--- config.mk ---
export PLATFORM = sky130hd
export DESIGN_NAME = change_dispenser
export DESIGN_NICKNAME = d
export VERILOG_FILES = /design/src/rtl/change_dispenser.sv
export SDC_FILE = /design/constraint.sdc
export NUM_CORES = 1
export LEC_CHECK = 0
export CORE_MARGIN = 2
export CORE_UTILIZATION = 49
export DETAILED_ROUTE_END_ITERATION = 10
export GPL_ROUTABILITY_DRIVEN = 0
export PLACE_DENSITY = 0.75
export SLEW_MARGIN = 20
export SYNTH_ARGS = -nofsm -noshare
export SYNTH_HDL_FRONTEND = slang
export SYNTH_SLANG_ARGS = --single-unit
--- constraint.sdc ---
create_clock -name clk -period 2.42 [get_ports clk]
set_clock_uncertainty 0.15 [all_clocks]
set_input_delay 0.363 -clock clk [delete_from_list [all_inputs] [get_ports clk]]
set_output_delay 0.363 -clock clk [all_outputs]
set_load 0.005 [all_outputs]
--- src/rtl/change_dispenser.sv ---
// Vend-side change dispenser: drops the soda, then pays change as dime/nickel eject pulses.
// Inventory tracking, shortfall detection and refill exist only with CHANGE_DISPENSER_STOCK_EN defined.
module change_dispenser #(
   parameter int NICKEL_INIT  = 8,
   parameter int DIME_INIT    = 4,
   parameter int STOCK_W      = 4,
   parameter int PULSE_CYCLES = 2
) (
   input  logic               clk,
   input  logic               rst,
   input  logic               i_soda,
   input  logic [2:0]         i_change,
   input  logic               i_refill,
   input  logic               i_mech_ready,
   output logic               o_drop_soda,
   output logic               o_eject_dime,
   output logic               o_eject_nickel,
   output logic               o_busy,
   output logic               o_short,
   output logic               o_overrun,
   output logic [STOCK_W-1:0] o_dime_stock,
   output logic [STOCK_W-1:0] o_nickel_stock
);

   typedef enum logic [2:0] {
      IDLE     = 3'd0,
      DROP     = 3'd1,
      SELECT   = 3'd2,
      WAIT_RDY = 3'd3,
      EJECT    = 3'd4
   } state_t;

   localparam logic [3:0] PULSE_LAST = 4'(PULSE_CYCLES - 1);

   state_t     state_r, state_s;
   logic [2:0] remaining_r, remaining_s;
   logic       pend_valid_r, pend_valid_s;
   logic [2:0] pend_change_r, pend_change_s;
   logic       coin_dime_r, coin_dime_s;
   logic [3:0] pulse_cnt_r, pulse_cnt_s;
   logic       overrun_r, overrun_s;
   logic       drop_r, busy_r, eject_dime_r, eject_nickel_r;
   logic       short_set_s, short_clr_s;
   logic       done_s, take_direct_s;
   logic       dime_avail_s, nickel_avail_s;

   // Next-state, coin selection and pending-slot bookkeeping
   always_comb begin
      state_s       = state_r;
      remaining_s   = remaining_r;
      pend_valid_s  = pend_valid_r;
      pend_change_s = pend_change_r;
      coin_dime_s   = coin_dime_r;
      pulse_cnt_s   = pulse_cnt_r;
      overrun_s     = overrun_r;
      short_set_s   = 1'b0;
      short_clr_s   = 1'b0;
      done_s        = 1'b0;
      take_direct_s = 1'b0;
      case (state_r)
         IDLE: begin
            if (i_soda) begin
               remaining_s = i_change;
               short_clr_s = 1'b1;
               state_s     = DROP;
            end else begin
               state_s = IDLE;
            end
         end
         DROP: state_s = SELECT;
         SELECT: begin
            if (remaining_r == 3'd0) begin
               done_s = 1'b1;
            end else if ((remaining_r >= 3'd2) && dime_avail_s) begin
               coin_dime_s = 1'b1;
               remaining_s = remaining_r - 3'd2;
               state_s     = WAIT_RDY;
            end else if (nickel_avail_s) begin
               coin_dime_s = 1'b0;
               remaining_s = remaining_r - 3'd1;
               state_s     = WAIT_RDY;
            end else begin
               short_set_s = 1'b1;
               remaining_s = 3'd0;
               done_s      = 1'b1;
            end
         end
         WAIT_RDY: begin
            if (i_mech_ready) begin
               state_s     = EJECT;
               pulse_cnt_s = 4'd0;
            end else begin
               state_s = WAIT_RDY;
            end
         end
         EJECT: begin
            if (pulse_cnt_r == PULSE_LAST) begin
               state_s = SELECT;
            end else begin
               pulse_cnt_s = pulse_cnt_r + 4'd1;
            end
         end
         default: state_s = IDLE;
      endcase

      // A request landing in an empty slot on the finishing cycle is taken straight into DROP
      if (done_s) begin
         if (pend_valid_r) begin
            remaining_s  = pend_change_r;
            pend_valid_s = 1'b0;
            state_s      = DROP;
         end else if (i_soda) begin
            remaining_s   = i_change;
            take_direct_s = 1'b1;
            state_s       = DROP;
         end else begin
            state_s = IDLE;
         end
      end else begin
         take_direct_s = 1'b0;
      end

      if (i_soda && (state_r != IDLE) && !take_direct_s) begin
         if (pend_valid_r) begin
            overrun_s = 1'b1;
         end else begin
            pend_valid_s  = 1'b1;
            pend_change_s = i_change;
         end
      end else begin
         overrun_s = overrun_s;
      end
   end

   // FSM and request registers
   always_ff @(posedge clk) begin
      if (rst) begin
         state_r       <= IDLE;
         remaining_r   <= 3'd0;
         pend_valid_r  <= 1'b0;
         pend_change_r <= 3'd0;
         coin_dime_r   <= 1'b0;
         pulse_cnt_r   <= 4'd0;
         overrun_r     <= 1'b0;
      end else begin
         state_r       <= state_s;
         remaining_r   <= remaining_s;
         pend_valid_r  <= pend_valid_s;
         pend_change_r <= pend_change_s;
         coin_dime_r   <= coin_dime_s;
         pulse_cnt_r   <= pulse_cnt_s;
         overrun_r     <= overrun_s;
      end
   end

   // Outputs are decoded from the state being entered so each one comes straight from a flop
   always_ff @(posedge clk) begin
      if (rst) begin
         drop_r         <= 1'b0;
         busy_r         <= 1'b0;
         eject_dime_r   <= 1'b0;
         eject_nickel_r <= 1'b0;
      end else begin
         drop_r         <= (state_s == DROP);
         busy_r         <= (state_s != IDLE);
         eject_dime_r   <= (state_s == EJECT) && coin_dime_s;
         eject_nickel_r <= (state_s == EJECT) && !coin_dime_s;
      end
   end

   assign o_drop_soda    = drop_r;
   assign o_busy         = busy_r;
   assign o_eject_dime   = eject_dime_r;
   assign o_eject_nickel = eject_nickel_r;
   assign o_overrun      = overrun_r;

`ifdef CHANGE_DISPENSER_STOCK_EN
   localparam logic [STOCK_W-1:0] DIME_INIT_V   = STOCK_W'(DIME_INIT);
   localparam logic [STOCK_W-1:0] NICKEL_INIT_V = STOCK_W'(NICKEL_INIT);
   localparam logic [STOCK_W-1:0] STOCK_ONE     = {{(STOCK_W-1){1'b0}}, 1'b1};
   localparam logic [STOCK_W-1:0] STOCK_ZERO    = {STOCK_W{1'b0}};

   logic [STOCK_W-1:0] dime_stock_r, nickel_stock_r;
   logic               short_r;

   assign dime_avail_s   = (dime_stock_r != STOCK_ZERO);
   assign nickel_avail_s = (nickel_stock_r != STOCK_ZERO);

   // Inventory: refill outranks the decrement taken on the first eject cycle
   always_ff @(posedge clk) begin
      if (rst || i_refill) begin
         dime_stock_r   <= DIME_INIT_V;
         nickel_stock_r <= NICKEL_INIT_V;
      end else if ((state_r == EJECT) && (pulse_cnt_r == 4'd0)) begin
         if (coin_dime_r) begin
            dime_stock_r <= dime_stock_r - STOCK_ONE;
         end else begin
            nickel_stock_r <= nickel_stock_r - STOCK_ONE;
         end
      end else begin
         dime_stock_r   <= dime_stock_r;
         nickel_stock_r <= nickel_stock_r;
      end
   end

   // Sticky shortfall flag, cleared when a new request is accepted from IDLE
   always_ff @(posedge clk) begin
      if (rst || short_clr_s) begin
         short_r <= 1'b0;
      end else if (short_set_s) begin
         short_r <= 1'b1;
      end else begin
         short_r <= short_r;
      end
   end

   assign o_short        = short_r;
   assign o_dime_stock   = dime_stock_r;
   assign o_nickel_stock = nickel_stock_r;
`else
   logic unused_s;

   assign dime_avail_s   = 1'b1;
   assign nickel_avail_s = 1'b1;
   assign unused_s       = ^{i_refill, short_set_s, short_clr_s, (NICKEL_INIT != 0), (DIME_INIT != 0)};
   assign o_short        = 1'b0;
   assign o_dime_stock   = {STOCK_W{1'b0}};
   assign o_nickel_stock = {STOCK_W{1'b0}};
`endif

endmodule

==> impl_metrics.tcl, run 1 <==
set metrics [dict create \
    outcome "finished, final reports clean" \
    fin_cells 191 \
    cts.sinks 20 \
    layout_commonest_cell "dfxtp_1" \
    io_pins 22 \
    stdcell_area_sq_mm 0.00140 \
    synth_cell_types 41 \
    hold_viol 0 \
    tightest_slew_ns 0.577 \
    synth_top_family_by_area "simple AND/OR/NAND/NOR gates" \
    timing.final.crit_share_pct 86.0 \
    cts.path.max_buffers 2 \
    required_ns 2.45 \
    slowest_delay_ns 0.39 \
    viasPerCell 5.65 \
    finalWirelength_um 2580 \
    ir_drop_v 0.000472 \
    critPathMaxFanout 5 \
    synth_xor_xnor_area_share_pct 0 \
    place_inst 187 \
    hp-class "reg -> reg" \
    netlist_area_sq_mm 0.00127 \
    crit_slowest_cell "nor2b_1" \
    crit_buf_inv 1 \
    grt_remaining_overflow 0 \
    die_w_um 55.0 \
    cts_buffers 3 \
    ys_warn_count 0 \
    fmax_mhz 480 \
    die_h_um 55.0 \
    drt_iter0_markers 14 \
    cts.repair.resized 0 \
    insertion_delay_ns 0.30 \
    place_area_sq_mm 0.00136 \
    nNetsFinal 176 \
    path_class "reg -> reg" \
    power_uw 1050 \
    antennaDiodeCount 0 \
    synthFlopType "dfxtp_1" \
    yosys.area_share.simple_pct 24.6 \
    post-dp-hpwl_um 1970 \
    vias 1079 \
    die-area_sq_mm 0.00303 \
    yosysSeqAreaShare_pct 31.4 \
    antenna_found_initial 0 \
    fin_util_pct 56.5 \
    grt_use_total_pct 18.0 \
    period_minus_slack_ns 2.08 \
    drive_gt1_share_pct 9.94 \
    slew_violations 0 \
    crit_family "compound AO/OA/AOI/OAI gates" \
    synth-seq-cells 20 \
    syn_inst 153 \
    drtAntennaViolNets 0 \
    dr.pass1.iters 4 \
    core_area_sq_mm 0.00248 \
    async_flop_share_pct 0 \
    slew_headroom_pct 61.5 \
    cts_setup_buffers 0 \
    power_density_mw_per_mm2 750 \
    final_cell_mix "20 x dfxtp_1, 16 x nor2_1, 11 x a21oi_1, 11 x clkdlybuf4s50_1, 9 x conb_1" \
    rows 18 \
    cts_hold_buf 0 \
    maxCapViolCount 0 \
    worstPathCellList "inv_1 > ha_1 > nor2b_1 > a2111oi_0 > a221oi_1 > a21oi_1" \
    clk_pin_slew_ns 0.12 \
    first_global_vias 912 \
    synthMuxAreaShare_pct 4.91 \
    cts_root_buffer "clkbuf_4" \
    finalSetupViolations 0 \
    syn_avg_cell_area_sq_um 8.33 \
    synth_edf_count 0 \
    grt_pass1_wl_um 3930 \
    synthAdderAreaFrac_pct 5.89 \
    tritoncts "yes" \
    setup_tns_ns 0 \
    wl_per_cell_um 13.5 \
    leakagePower_uw 0.000507 \
    critPathCaptureType "register" \
    drc 0 \
    worstSetupStartpointType "register" \
    initial_core_util_pct 51.5 \
    synth_compound_area_share_pct 22.7 \
    htreeDepth 1 \
    worstPathArrival_ns 2.11 \
    area_growth_pct 9.81 \
    grt_max_degree 21 \
    port_buffers 11 \
    rsz0062_at_grt "false" \
]
-- kinds of logic (layout without fill, tap and decap cells) --
group	Yosys count	in the layout
fa+ha+maj	6	6
buf+inv	24	24
simple gates	56	56
compound gates	40	40
flops	20	20
mux	6	6
other cells	1	9
-- worst register-to-register path, delay by kind of cell, from the launching register on --
kind                       cells  cell delay, ns
adders and majority gates      1            0.23
DFF                            1            0.35
and+or+nand+nor                1            0.39
AOI/OAI and AO/OA              3            0.68
buffers and inverters          1            0.15
-- path summary, 6_finish.rpt --
| path | startpoint | to | slack [ns] | cells after the start |
|---|---|---|---|---|
| worst max-delay path | remaining_r[0] | o_busy | 0.34 | 6 |
| worst min-delay path | o_overrun | o_overrun | 0.34 | 2 |
| worst min register to register | o_overrun | o_overrun | 0.34 | 2 |
| worst max register to register | remaining_r[0] | o_busy | 0.34 | 6 |
-- final cells by class --
type / instances / area, sq um
Inverter: 7 / 26.3
Tap cell: 30 / 37.5
Timing Repair Buffer: 13 / 125
Sequential cell: 20 / 400
Multi-Input combinational cell: 117 / 774
Fill cell: 227 / 1080
Clock buffer: 4 / 36.3
-- cell usage after synthesis, types with 3 or more instances --
master,count,area share [%]
a21oi_1,11,4.3
nor2_1,16,4.7
ha_1,6,5.9
o21ai_0,7,2.7
nor2b_1,8,3.9
buf_4,10,5.9
nand2b_1,6,2.9
nand2_1,6,1.8
clkbuf_1,5,1.5
mux2i_1,4,3.1
dfxtp_1,20,31
a221oi_1,3,2.1
nor3_1,4,1.6
inv_1,7,2.1
-- power by group --
part / total [uW] / internal, uW / leakage [uW] / switching (uW)
sequential: 434 / 372 / 0.000163 / 62.2
combinational: 419 / 197 / 0.000323 / 222
clock: 198 / 91.7 / 0.0000210 / 106
-- routing by layer --
| layer | track usage (%) | wire length, um | up-vias |
|---|---|---|---|
| met5 | 0 | 0 | - |
| met4 | 6.10 | 17 | 0 |
| met3 | 2.15 | 69 | 2 |
| met2 | 32.7 | 1300 | 19 |
| met1 | 21.7 | 1200 | 516 |
| li1 | - | - | 542 |
-- per-stage QoR --
step	setup slack, ns	hold slack (ns)
global route	0.201	0.364
floorplan	0.667	0.307
detailed placement	0.155	0.311
CTS	0.335	0.341
finish	0.339	0.337
global placement	0.228	0.304
-- registers in the layout (all words and copies together), names as in the netlist --
register and count:
pulse_cnt_r 4, state_r 3, o_busy 1, pend_change_r 3, coin_dime_r 1, o_drop_soda 1, remaining_r 3, pend_valid_r 1
o_overrun 1, o_eject_dime 1, o_eject_nickel 1
Note: power is estimated with default switching activity, not from simulation.
==> run 2, diff against run 1 <==
--- a/config.mk
+++ b/config.mk
@@ -10,6 +10,7 @@
 export DETAILED_ROUTE_END_ITERATION = 10
 export GPL_ROUTABILITY_DRIVEN = 0
 export PLACE_DENSITY = 0.75
+export REMOVE_ABC_BUFFERS = 1
 export SLEW_MARGIN = 20
 export SYNTH_ARGS = -nofsm -noshare
 export SYNTH_HDL_FRONTEND = slang
==> run 2 against run 1 <==
Compared with the run above:
- clock power increased by 37%
- largest power group is now combinational logic
- largest cell class unchanged
- sequential cell count unchanged
- sequential power decreased by 2%
- highest routed layer unchanged
- critical path type unchanged
- utilization increased by 0.96 points
==> impl_metrics.tcl, run 2 (same netlist as run 1, synthesis figures left out) <==
set metrics [dict create \
    final_cell_mix "20 x dfxtp_1, 16 x nor2_1, 11 x a21oi_1, 11 x clkdlybuf4s50_1, 9 x conb_1" \
    power_density_mw_per_mm2 797 \
    dr.pass1.iters 4 \
    nNetsFinal 177 \
    leakagePower_uw 0.000519 \
    maxCapViolCount 0 \
    slew_headroom_pct 60.6 \
    tritoncts "yes" \
    clk_pin_slew_ns 0.12 \
    worstPathCellList "inv_1 > ha_1 > nor2b_1 > a2111oi_0 > a221oi_1 > a21oi_1" \
    tightest_slew_ns 0.589 \
    fin_util_pct 57.5 \
    first_global_vias 953 \
    drc 0 \
    area_growth_pct 11.7 \
    port_buffers 11 \
    cts_hold_buf 0 \
    cts.path.max_buffers 2 \
    critPathMaxFanout 5 \
    io_pins 22 \
    antenna_found_initial 0 \
    htreeDepth 1 \
    antennaDiodeCount 0 \
    setup_tns_ns 0 \
    fmax_mhz 489 \
    worstPathArrival_ns 2.08 \
    rows 18 \
    grt_use_total_pct 19.6 \
    timing.final.crit_share_pct 84.6 \
    die_w_um 55.0 \
    cts.repair.resized 0 \
    drtAntennaViolNets 0 \
    place_area_sq_mm 0.00137 \
    hp-class "reg -> reg" \
    finalSetupViolations 0 \
    cts.sinks 20 \
    rsz0062_at_grt "false" \
    crit_slowest_cell "a221oi_1" \
    cts_root_buffer "clkbuf_4" \
    period_minus_slack_ns 2.05 \
    largest_reg_flops 4 \
    slew_violations 0 \
    path_class "reg -> reg" \
    post-dp-hpwl_um 1900 \
    drive_gt1_share_pct 10.5 \
    worstSetupStartpointType "register" \
    insertion_delay_ns 0.30 \
    initial_core_util_pct 51.5 \
    core_area_sq_mm 0.00248 \
    grt_max_degree 14 \
    slowest_delay_ns 0.42 \
    ir_drop_v 0.000568 \
    required_ns 2.46 \
    hold_viol 0 \
    regMostFlops "pulse_cnt_r" \
    drt_iter0_markers 49 \
    stdcell_area_sq_mm 0.00142 \
    die-area_sq_mm 0.00303 \
    die_h_um 55.0 \
    critPathCaptureType "register" \
    viasPerCell 5.69 \
    vias 1092 \
    cts_setup_buffers 0 \
    outcome "finished, final reports clean" \
    crit_family "compound AO/OA/AOI/OAI gates" \
    cts_buffers 3 \
    layout_commonest_cell "dfxtp_1" \
    grt_remaining_overflow 0 \
    wl_per_cell_um 13.3 \
    crit_buf_inv 1 \
    grt_pass1_wl_um 4220 \
    finalWirelength_um 2560 \
]
run 2: cell types whose count changed in the layout (fill, tap and decap cells not counted):
cell       change
buf_4          +1
clkbuf_8       -1
bufinv_16      +1
run 2: area by class of cell:
type | instances | area (sq um)
clock buffer | 3 | 22.5
clock inverter | 1 | 30.0
fill | 224 | 1050
inverter | 7 | 26.3
multi-input combinational | 117 | 774
sequential | 20 | 400
tap | 30 | 37.5
timing repair buffer | 14 | 133
run 2: path summary, 6_finish.rpt:
check                               startpoint        end  slack [ns]  cells past startpoint
worst max-delay path            remaining_r[0]     o_busy        0.37                      6
worst max register to register  remaining_r[0]     o_busy        0.37                      6
worst min-delay path                 o_overrun  o_overrun        0.35                      2
worst min register to register       o_overrun  o_overrun        0.35                      2
run 2: worst min-delay path, delay by kind of cell (launching register included):
family / cells / cell delay [ns]
compound gates: 1 / 0.04
flops: 1 / 0.35
simple gates: 1 / 0.08
run 2: stage by stage:
stage / cells / worst slack (ns) / total power [uW] / hold slack [ns]
global route: 192 / 0.222 / 1210 / 0.376
finish: 192 / 0.373 / 1130 / 0.352
CTS: 192 / 0.407 / 1130 / 0.353
floorplan: 144 / 0.635 / 736 / 0.279
detailed placement: 188 / 0.303 / 861 / 0.338
global placement: 188 / 0.316 / 844 / 0.307
run 2: report_power, final:
| part | switching (uW) | total [uW] | leakage [uW] | internal (uW) |
|---|---|---|---|---|
| Clock | 104 | 271 | 0.0000279 | 167 |
| Combinational | 234 | 436 | 0.000328 | 202 |
| Sequential | 55.3 | 427 | 0.000163 | 372 |
| Total | 393 | 1130 | 0.000519 | 742 |
run 2: layer usage:
layer	GRT usage, %	wire [um]	vias up
met5	0	0	-
met4	6.91	36	0
met3	3.23	141	6
met2	31.2	1200	36
met1	26.7	1170	507
li1	-	-	543
==> run 3, diff against run 2 <==
--- a/config.mk
+++ b/config.mk
@@ -6,7 +6,7 @@
 export NUM_CORES = 1
 export LEC_CHECK = 0
 export CORE_MARGIN = 2
-export CORE_UTILIZATION = 49
+export CORE_UTILIZATION = 47
 export DETAILED_ROUTE_END_ITERATION = 10
 export GPL_ROUTABILITY_DRIVEN = 0
 export PLACE_DENSITY = 0.75
==> constraint.sdc (replaced) <==
create_clock -name clk -period 1.85 [get_ports clk]
set_clock_uncertainty 0.15 [all_clocks]
set_input_delay 0.2775 -clock clk [delete_from_list [all_inputs] [get_ports clk]]
set_output_delay 0.2775 -clock clk [all_outputs]
set_load 0.005 [all_outputs]
==> run 3 against run 2 <==
Compared with the run above:
- the run now ends with negative setup slack left
- non-clock buffer count is 20 higher
- clock-buffer cell count stayed put
- design area is 16% higher
- largest cell class unchanged
- highest routed layer unchanged
==> impl_metrics.tcl, run 3 (same netlist as run 1, synthesis figures left out) <==
set metrics [dict create \
    htreeDepth 1 \
    die_w_um 56.1 \
    drt_iter0_markers 21 \
    multi_input_area_sq_um 843 \
    post-dp-hpwl_um 2200 \
    grt_remaining_overflow 0 \
    antennaDiodeCount 0 \
    rsz0062_at_grt "true" \
    drive_gt1_share_pct 28.6 \
    power_density_mw_per_mm2 1100 \
    worstSetupStartpointType "register" \
    timing.final.crit_share_pct 101 \
    layout_commonest_cell "buf_4" \
    sw_frac_of_total_pct 35.0 \
    cts.sinks 20 \
    drc 0 \
    hp-class "reg -> reg" \
    fillers 212 \
    initial_core_util_pct 50.5 \
    die_h_um 56.1 \
    largest_reg_flops 4 \
    nNetsFinal 197 \
    die-area_sq_mm 0.00315 \
    vias 1197 \
    fmax_mhz 534 \
    required_ns 1.93 \
    cts_hold_buf 0 \
    clkPwrFrac_pct 20.2 \
    insertion_delay_ns 0.31 \
    rows 18 \
    p_sw_uw 637 \
    hold_viol 0 \
    violations "negative setup slack" \
    cts_root_buffer "clkbuf_4" \
    cts.path.max_buffers 2 \
    leakagePower_uw 0.000637 \
    wl_per_cell_um 15.2 \
    setup_ws_ns -0.0219 \
    area_growth_pct 29.0 \
    seqPwrFrac_pct 29.0 \
    path_class "reg -> reg" \
    slew_violations 0 \
    grt_max_degree 18 \
    finalSetupViolations 1 \
    clk_pin_slew_ns 0.12 \
    place_area_sq_mm 0.00151 \
    stdcell_area_sq_mm 0.00165 \
    finalWirelength_um 3230 \
    maxCapViolCount 0 \
    fin_hold_ws_ns 0.342 \
    period_minus_slack_ns 1.87 \
    viasPerCell 5.65 \
    outcome "finished with violations" \
    port_buffers 11 \
    dr.pass1.iters 5 \
    io_pins 22 \
    drtAntennaViolNets 0 \
    regArea_sq_um 403 \
    setup_tns_ns -0.0219 \
    cts_buffers 3 \
    antenna_found_initial 0 \
    power_frac_comb_pct 50.9 \
    first_global_vias 1193 \
    grt_use_total_pct 20.3 \
    final_cell_mix "23 x buf_4, 18 x dfxtp_1, 16 x nor2_1" \
    ir_drop_v 0.000802 \
    worstPathArrival_ns 1.95 \
    regMostFlops "pulse_cnt_r" \
    grt_pass1_wl_um 5140 \
    internal_power_uw 1180 \
    tritoncts "yes" \
    core_area_sq_mm 0.00252 \
    critPathMaxFanout 4 \
    critPathCaptureType "register" \
]
-- run 3: cell types whose count changed in the layout (fill, tap and decap cells not counted), moves of 2 or more --
cell,delta
inv_2,+2
buf_4,+20
inv_1,-2
ha_4,+2
dfxtp_2,+2
a311oi_2,+2
ha_1,-3
a311oi_1,-2
dfxtp_1,-2
-- run 3: layout make-up --
type,count,share of cell area (%)
clock buffers,3,1.37
clock inverters,1,1.83
inverters,7,1.60
multi-input cells,117,51.3
flip-flops and latches,20,24.5
well taps,30,2.28
repair buffers,34,17.2
-- run 3: worst max-delay path, cell delays in order (launching register included) --
cell,delay (ns)
dfxtp_2,0.35
inv_2,0.08
buf_4,0.13
ha_2,0.24
nor2_1,0.08
o21ai_2,0.18
mux2_2,0.36
a221oi_2,0.21
-- run 3: metrics by stage --
stage          total power, uW  std cells  worst slack, ns  util (%)
2_1_floorplan              963        144           0.0648         -
3_3_place_gp              1260        207           -0.103      60.0
3_5_place_dp              1290        207           -0.154      60.0
4_1_cts                   1700        211           0.0139      62.8
5_1_grt                   1910        212          -0.0478      65.2
6_report                  1820        212          -0.0219      65.2
-- run 3: path summary, 6_finish.rpt --
check	start	to	slack (ns)	depth (start not counted)
worst max-delay path	remaining_r[0]	remaining_r[0]	-0.02	7
worst min-delay path	o_overrun	o_overrun	0.34	2
worst max register to register	remaining_r[0]	remaining_r[0]	-0.02	7
worst min register to register	o_overrun	o_overrun	0.34	2
-- run 3: metal layers --
layer	vias up	wire, um	GRT usage, %
met1	570	1460	23.5
met2	30	1580	36.3
met5	-	0	0
li1	585	-	-
met3	12	103	2.56
met4	0	87	10.2
-- run 3: power groups by stage --
stage / Sequential (uW) / Clock [uW] / Combinational [uW]
3_5_place_dp: 531 / 0 / 759
6_report: 526 / 367 / 924
4_1_cts: 522 / 369 / 806
5_1_grt: 532 / 377 / 1000
3_3_place_gp: 529 / 0 / 728
2_1_floorplan: 558 / 0 / 404
-- run 3: repair_timing --
action | CTS | global route
setup buffers | 0 | 1
pin swaps | 0 | 4
resized for setup | 7 | 12
setup endpoints to repair | 5 | 10
